[src/rtl/uart_rx_frame_decoder.sv]
// uart_rx_frame_decoder: 8N1 UART receiver feeding a small valid/ready byte FIFO
module uart_rx_frame_decoder #(
  parameter int CLOCK_FREQ = 100000000,
  parameter int BAUD_RATE  = 19200,
  parameter int FIFO_DEPTH = 4
) (
  input  logic       clk_i,
  input  logic       rst_i,
  input  logic       txd_i,
  output logic [7:0] data_o,
  output logic       valid_o,
  input  logic       ready_i,
  output logic       frame_err_o,
  output logic       overflow_o
);
  localparam int BAUD_DIV = CLOCK_FREQ / BAUD_RATE;
  localparam int HALF = BAUD_DIV / 2;
  localparam int CW = $clog2(BAUD_DIV + 1);
  localparam int AW = $clog2(FIFO_DEPTH);
  localparam logic [CW-1:0] DIV_M1 = CW'(BAUD_DIV - 1);
  localparam logic [CW-1:0] HALF_M1 = CW'(HALF - 1);
  typedef enum logic [2:0] {ARM, IDLE, START, DATA, STOP} state_t;
  state_t state_q, state_d;
  logic sync1_q, sync2_q, prev_q;
  logic [CW-1:0] cnt_q, cnt_d;
  logic [2:0] bit_q, bit_d;
  logic [7:0] shift_q, shift_d;
  logic push_q, push_d, ferr_q, ferr_d, frame_err_q, ovf_q;
  logic [7:0] mem_q [FIFO_DEPTH];
  logic [AW:0] wptr_q, rptr_q;
  logic empty, full, pop, wr;
  // Two-flop synchronizer plus a history flop for falling-edge detection
  always_ff @(posedge clk_i) begin
    if (rst_i) begin
      sync1_q <= 1'b1;
      sync2_q <= 1'b1;
      prev_q <= 1'b1;
    end else begin
      sync1_q <= txd_i;
      sync2_q <= sync1_q;
      prev_q <= sync2_q;
    end
  end
  // Receiver state, bit timing and the one-cycle push/error strobes
  always_ff @(posedge clk_i) begin
    if (rst_i) begin
      state_q <= ARM;
      cnt_q <= '0;
      bit_q <= '0;
      shift_q <= '0;
      push_q <= 1'b0;
      ferr_q <= 1'b0;
      frame_err_q <= 1'b0;
    end else begin
      state_q <= state_d;
      cnt_q <= cnt_d;
      bit_q <= bit_d;
      shift_q <= shift_d;
      push_q <= push_d;
      ferr_q <= ferr_d;
      frame_err_q <= ferr_q;
    end
  end
  // Next-state logic; a 0 stop bit falls back to ARM so a held break cannot retrigger
  always_comb begin
    state_d = state_q;
    cnt_d = cnt_q + CW'(1);
    bit_d = bit_q;
    shift_d = shift_q;
    push_d = 1'b0;
    ferr_d = 1'b0;
    case (state_q)
      ARM: begin
        cnt_d = sync2_q ? cnt_q + CW'(1) : '0;
        if (sync2_q && cnt_q == DIV_M1) begin
          state_d = IDLE;
          cnt_d = '0;
        end
      end
      IDLE: begin
        cnt_d = '0;
        if (!sync2_q && prev_q) state_d = START;
      end
      START: if (cnt_q == HALF_M1) begin
        cnt_d = '0;
        bit_d = '0;
        state_d = sync2_q ? IDLE : DATA;
      end
      DATA: if (cnt_q == DIV_M1) begin
        cnt_d = '0;
        shift_d = {sync2_q, shift_q[7:1]};
        bit_d = bit_q + 3'd1;
        if (bit_q == 3'd7) state_d = STOP;
      end
      STOP: if (cnt_q == DIV_M1) begin
        cnt_d = '0;
        state_d = sync2_q ? IDLE : ARM;
        push_d = sync2_q;
        ferr_d = !sync2_q;
      end
      default: state_d = ARM;
    endcase
  end
  assign empty = wptr_q == rptr_q;
  assign full = (wptr_q[AW] != rptr_q[AW]) && (wptr_q[AW-1:0] == rptr_q[AW-1:0]);
  assign pop = valid_o && ready_i;
  assign wr = push_q && (!full || pop);
  // Output FIFO; extra pointer bit separates full from empty
  always_ff @(posedge clk_i) begin
    if (rst_i) begin
      wptr_q <= '0;
      rptr_q <= '0;
      ovf_q <= 1'b0;
      for (int i = 0; i < FIFO_DEPTH; i++) mem_q[i] <= '0;
    end else begin
      if (wr) mem_q[wptr_q[AW-1:0]] <= shift_q;
      wptr_q <= wptr_q + {{AW{1'b0}}, wr};
      rptr_q <= rptr_q + {{AW{1'b0}}, pop};
      if (push_q && full && !pop) ovf_q <= 1'b1;
    end
  end
  assign data_o = mem_q[rptr_q[AW-1:0]];
  assign valid_o = !empty;
  assign frame_err_o = frame_err_q;
  assign overflow_o = ovf_q;
endmodule

[config.mk]
export PLATFORM = sky130hd
export DESIGN_NAME = uart_rx_frame_decoder
export DESIGN_NICKNAME = d
export VERILOG_FILES = /design/src/rtl/uart_rx_frame_decoder.sv
export SDC_FILE = /design/constraint.sdc
export NUM_CORES = 1
export LEC_CHECK = 0
export CORE_MARGIN = 8
export CORE_UTILIZATION = 59
export DETAILED_ROUTE_END_ITERATION = 8
export GPL_ROUTABILITY_DRIVEN = 0
export PLACE_DENSITY = 0.75
export SYNTH_ARGS = -nofsm -noshare
export SYNTH_HDL_FRONTEND = slang
export SYNTH_SLANG_ARGS = --single-unit
[constraint.sdc]
create_clock -name clk_i -period 2.8 [get_ports clk_i]
set_clock_uncertainty 0.1 [all_clocks]
set_input_delay 0.7 -clock clk_i [delete_from_list [all_inputs] [get_ports clk_i]]
set_output_delay 0.7 -clock clk_i [all_outputs]
set_load 0.02 [all_outputs]
* Word-level counts from Yosys, hierarchy flattened
Memories as Yosys holds them, arrays and structs flattened. A register that Yosys moved wholly into a read port is not among the register bits.
Index checks and enable logic that the tools add are counted.
** Word-level totals
- Flip-flop bits (word level) :: 40
- Latch bits :: 0
- RAM bits :: 32
- Memory bits (read-only) :: 0
- Input bits :: 4
- Output and inout bits :: 11
- Memories kept :: 1
** Memories
- mem_q :: depth 4, bits a word 8, rd ports 1, clocked after Yosys merged registers in 1, wr ports 4, line 29 : logic [7:0] mem_q [FIFO_DEPTH];
** Cells by class
- Add/subtract/negate cells :: 4
- $mul :: 0
- Div/mod/pow operators :: 0
- $lt $le $gt $ge :: 0
- Eq/ne operators :: 16
- Shifts and indexed selects :: 0
- Multiplexer cells :: 26
- Bitwise logic cells :: 2
- Reductions and logical operators :: 20
** Operators by type and width (count)
- 13-bit 2-to-1 mux :: 4
- 13-bit one-hot mux with 4 select lines :: 1
- 3-bit 2-to-1 mux :: 8
- 3-bit one-hot mux with 5 select lines :: 1
- 13-bit by 1-bit adder with 13-bit output, second input constant :: 1
- 13-bit by 12-bit == test with 1-bit output, second input constant :: 1
- 13-bit == test, second input constant :: 1
- 2-bit inequality test, second input constant :: 6
- 8-bit 2-to-1 mux :: 1
- 8-bit OR reduction :: 1
- 1-bit logical AND :: 7
- 1-bit 2-to-1 mux :: 7
- 3-bit by 1-bit adder with 3-bit output :: 2
- 3-bit by 2-bit == test with 1-bit output, second input constant :: 2
- 3-bit == test, second input constant :: 2
- 2-bit 2-to-1 mux :: 3
- 3-bit one-hot mux with 2 select lines :: 1
- 6-bit AND reduction :: 1
- 1-bit zero test :: 4
- 3-bit by 1-bit adder with 3-bit output, second input constant :: 1
- 3-bit by 1-bit == test with 1-bit output, second input constant :: 1
- 3-bit == test :: 1
- 3-bit zero test :: 1
- 3-bit AND reduction :: 1
- 8 further kinds :: 9

* Longest topological paths before layout
- Word-level depth :: 10
- Gate-level depth with buffers :: 9

* Worst setup path before layout
Ideal clock, no wire load.
- Path type :: input to register
- Start :: input ready_i
- End :: memory mem_q[1][0] (enable)
- Library setup time :: 283 ps
- Arrival time :: 1837 ps
- Setup slack :: 580 ps
- Cell stages on the path :: 6
- Buffers on the path :: 2
- Cells stage by stage :: nor4_2 nor3b_2 buf_6 and3b_1 buf_6 or2_1
** RTL lines
- start, declared :: line 12 : input logic ready_i,
- end, declared :: line 29

* Final worst setup path
- Start :: register wptr_q[1]
- End :: output valid_o
** On the way
- Longest elaborated chain between the ends :: 2
** RTL lines
- start, declared :: line 30 : logic [AW:0] wptr_q, rptr_q;
- start signal, assigned :: line 117 : wptr_q <= wptr_q + {{AW{1'b0}}, wr};
- 3-bit == test :: line 104 : assign empty = wptr_q == rptr_q;
- 1-bit zero test :: line 123 : assign valid_o = !empty;
- end, declared :: line 11 : output logic valid_o,
No other way between the ends.

==> results.md <==
* Buffers on Ports at 14
* Footprint of the multi-input gates at 1410 sq um
* Ys flop type: dfxtp_1
* Synth Net Count at 281
* Status: completed
* GRT Total Usage at 14.4%
* Core Region at 5440 sq um
* WL final at 5480 um
* Pleak at 1.38 nW
* Max rail drop VDD at 522 uV
* YS warnings at 0
* RSZ-0062 raised after global routing: false
* Number of diodes at 0
* Initial Util at 60.2%
* First-pass GRT wire length at 9380 um
* Synthesized instance count at 270
* CP max-delay cell: clkdlybuf4s50_1
* Clock sink count at 72
* FMAX at 0.381 GHz
* Number of synthesized register bits at 72
* Area Growth Syn to Fin at 11.7%
* Fillers at 409
* Sw power at 474 uW
* CTS tree: yes
* Internal at 1.67 mW
* Worst setup margin at 0.175 ns
* Chip width at 90.5 um
* Maximum buffer depth of the clock tree at 2
* Seq pwr share at 53.8%
* Pwr Density at 587 nW/um^2
* Total CTS buffers at 9
* Least-Margin Pin Slew at 0.438 ns
* Type of the worst setup path: reg -> out
* Post-layout minimum cycle time at 2.62 ns
* Skew-Pair Late Insertion Delay at 0.34 ns
* Clock-pin transition on the worst setup and hold timing paths at 0.07 ns
* Vias in the first global route at 1992
* DP Cell Count at 346
* Die ar. at 8180 sq um
* Gate power share at 5.5%
* DRC violations left at 0
* Die Y at 90.5 um
* Crit path max fanout at 6
* Largest net degree at the start of global routing at 47
* Pwr Total at 2.14 mW
* H-tree Lvls at 3
* Fraction of registers with async set/reset at 0%
* Hold Fails Final Rpt at 0
* Final count of pins violating max slew at 0
* Share of cells above drive strength 1 at 17.2%
* Hold crit path type: reg -> reg
* Commonest non-fill, non-tap cell in the layout: dfxtp_1
* Place WS at 0.126 ns
* CP cell instances: xor2_1 -> nor2_1 -> nand2_1 -> clkdlybuf4s50_1
* Seq. cell area at 1760 sq um
* Tcrit/Tclk final at 93.7%
* Worst Path Required at 2.00 ns
* Normalized max-slew margin at 70.8%
* Part of the Yosys area used for sequential elements at 53.8%
* Sw Ratio at 22.1%
* Crit-path max cell delay at 0.60 ns
* TNS Setup at 0 ns
* # IOs at 15
* Row count at 27
* Max-cap violations at 0
* Mean post-synth cell area at 12.1 sq um
* Synthesized area at 3270 sq um
* DRT antenna net count at 0
* GRT overflow at 0
* Root Driver: clkbuf_8
* Via density per instance at 5.51
* DRT iter0 DRCs at 84
* Clock share of power at 40.6%
* Distinct cells, synth at 47
* Drt wl/cell at 15.1 um
* Initial antenna violation count at 0
* Via count at 1993
* Crit. End Element: primary output
* Critical path launch point type: register
* Post-synth EDFFs at 32
* Non-Filler Instances at 362
* Post-DP HPWL at 3780 um
* Final setup fails at 0
* Commonest cells after routing, fill and taps aside: 39 x dfxtp_1, 32 x edfxtp_1, 19 x nor2_1
* Hold buffer count at CTS at 0
* Worst EP arrival at 1.82 ns
* Nets at 296
* Drt first pass iters at 4
## synthesized netlist by cell type, types with 2 or more instances
cell type,count,area share [%]
a211o_1,2,0.54
a21oi_1,8,1.2
and2_1,18,3.4
and2_2,16,3.7
and3_1,2,0.38
and4_1,2,0.54
and4bb_2,2,0.76
buf_2,3,0.46
buf_6,4,1.4
clkbuf_1,7,0.80
dfxtp_1,40,24
edfxtp_1,32,29
ha_1,7,2.7
inv_1,3,0.34
mux2i_1,9,2.8
mux4_1,8,6.4
nand2_1,11,1.3
nand3_1,4,0.61
nand3b_1,4,0.92
nand4_1,5,0.96
nor2_1,19,2.2
nor2b_1,5,0.96
nor3_1,14,2.1
nor3b_1,3,0.69
or2_1,2,0.38
or2_2,4,0.76
or3_1,2,0.38
xnor2_1,7,1.9
xor2_1,9,2.4
## area by class of cell
cell class                 count  area share (%)
sequential                    72            48.2
tap                           72            2.46
clock buffer                   9            3.39
inverter                       3           0.308
multi-input combinational    181            38.7
clock inverter                 7            2.36
timing repair buffer          18            4.59
## worst max-delay path: cells and delay by family (launching register included)
kind | cells | cell delay, ns
flops | 1 | 0.48
xor+xnor | 1 | 0.25
buf+inv | 1 | 0.60
simple gates | 2 | 0.15
## state kept, by name, indices dropped and copies added (netlist names)
| signal | count |
|---|---|
| cnt_q | 13 |
| sync1_q | 1 |
| state_q | 3 |
| wptr_q | 3 |
| bit_q | 3 |
| ferr_q | 1 |
| prev_q | 1 |
| shift_q | 8 |
| push_q | 1 |
| mem_q | 32 |
| rptr_q | 3 |
| sync2_q | 1 |
| frame_err_o | 1 |
| overflow_o | 1 |
## final timing paths
check                               start     endpoint  slack, ns  cells after the start
worst max register to register  wptr_q[1]  mem_q[1][6]       0.63                      5
worst min-delay path              sync1_q      sync2_q       0.31                      1
worst min register to register    sync1_q      sync2_q       0.31                      1
worst max-delay path            wptr_q[1]      valid_o       0.18                      4
## metrics by stage
step	cell area, sq um	utilization, %	hold slack [ns]
after floorplan	3270	-	0.289
after global placement	3450	63.4	0.292
after detailed placement	3450	63.4	0.300
after CTS	3650	67.1	0.319
after global routing	3650	67.2	0.347
final	3650	67.2	0.315
## routing by layer
metal / wire length [um] / GRT usage, %
met4: 95 / 7.35
met5: 0 / 0
met3: 199 / 4.82
met2: 2730 / 23.1
met1: 2450 / 16.7
## what timing repair did
item	CTS	global route
resized for setup	6	3
setup endpoints to repair	6	3
setup buffers	0	0
## power groups by stage
stage	Clock, mW	Combinational, mW	Sequential [mW]
floorplan	0	0.105	1.16
global placement	0	0.120	1.18
detailed placement	0	0.123	1.18
CTS	0.884	0.121	1.15
global route	0.927	0.135	1.16
finish	0.871	0.118	1.15
## cell families after synthesis
| family | share of synthesized area [%] |
|---|---|
| flops | 53.8 |
| compound gates | 3.90 |
| fa+ha+maj | 2.68 |
| buf+inv | 2.98 |
| simple gates | 23.1 |
| xor+xnor | 4.28 |
| mux | 9.18 |
Power figures use the tool's default switching activity.
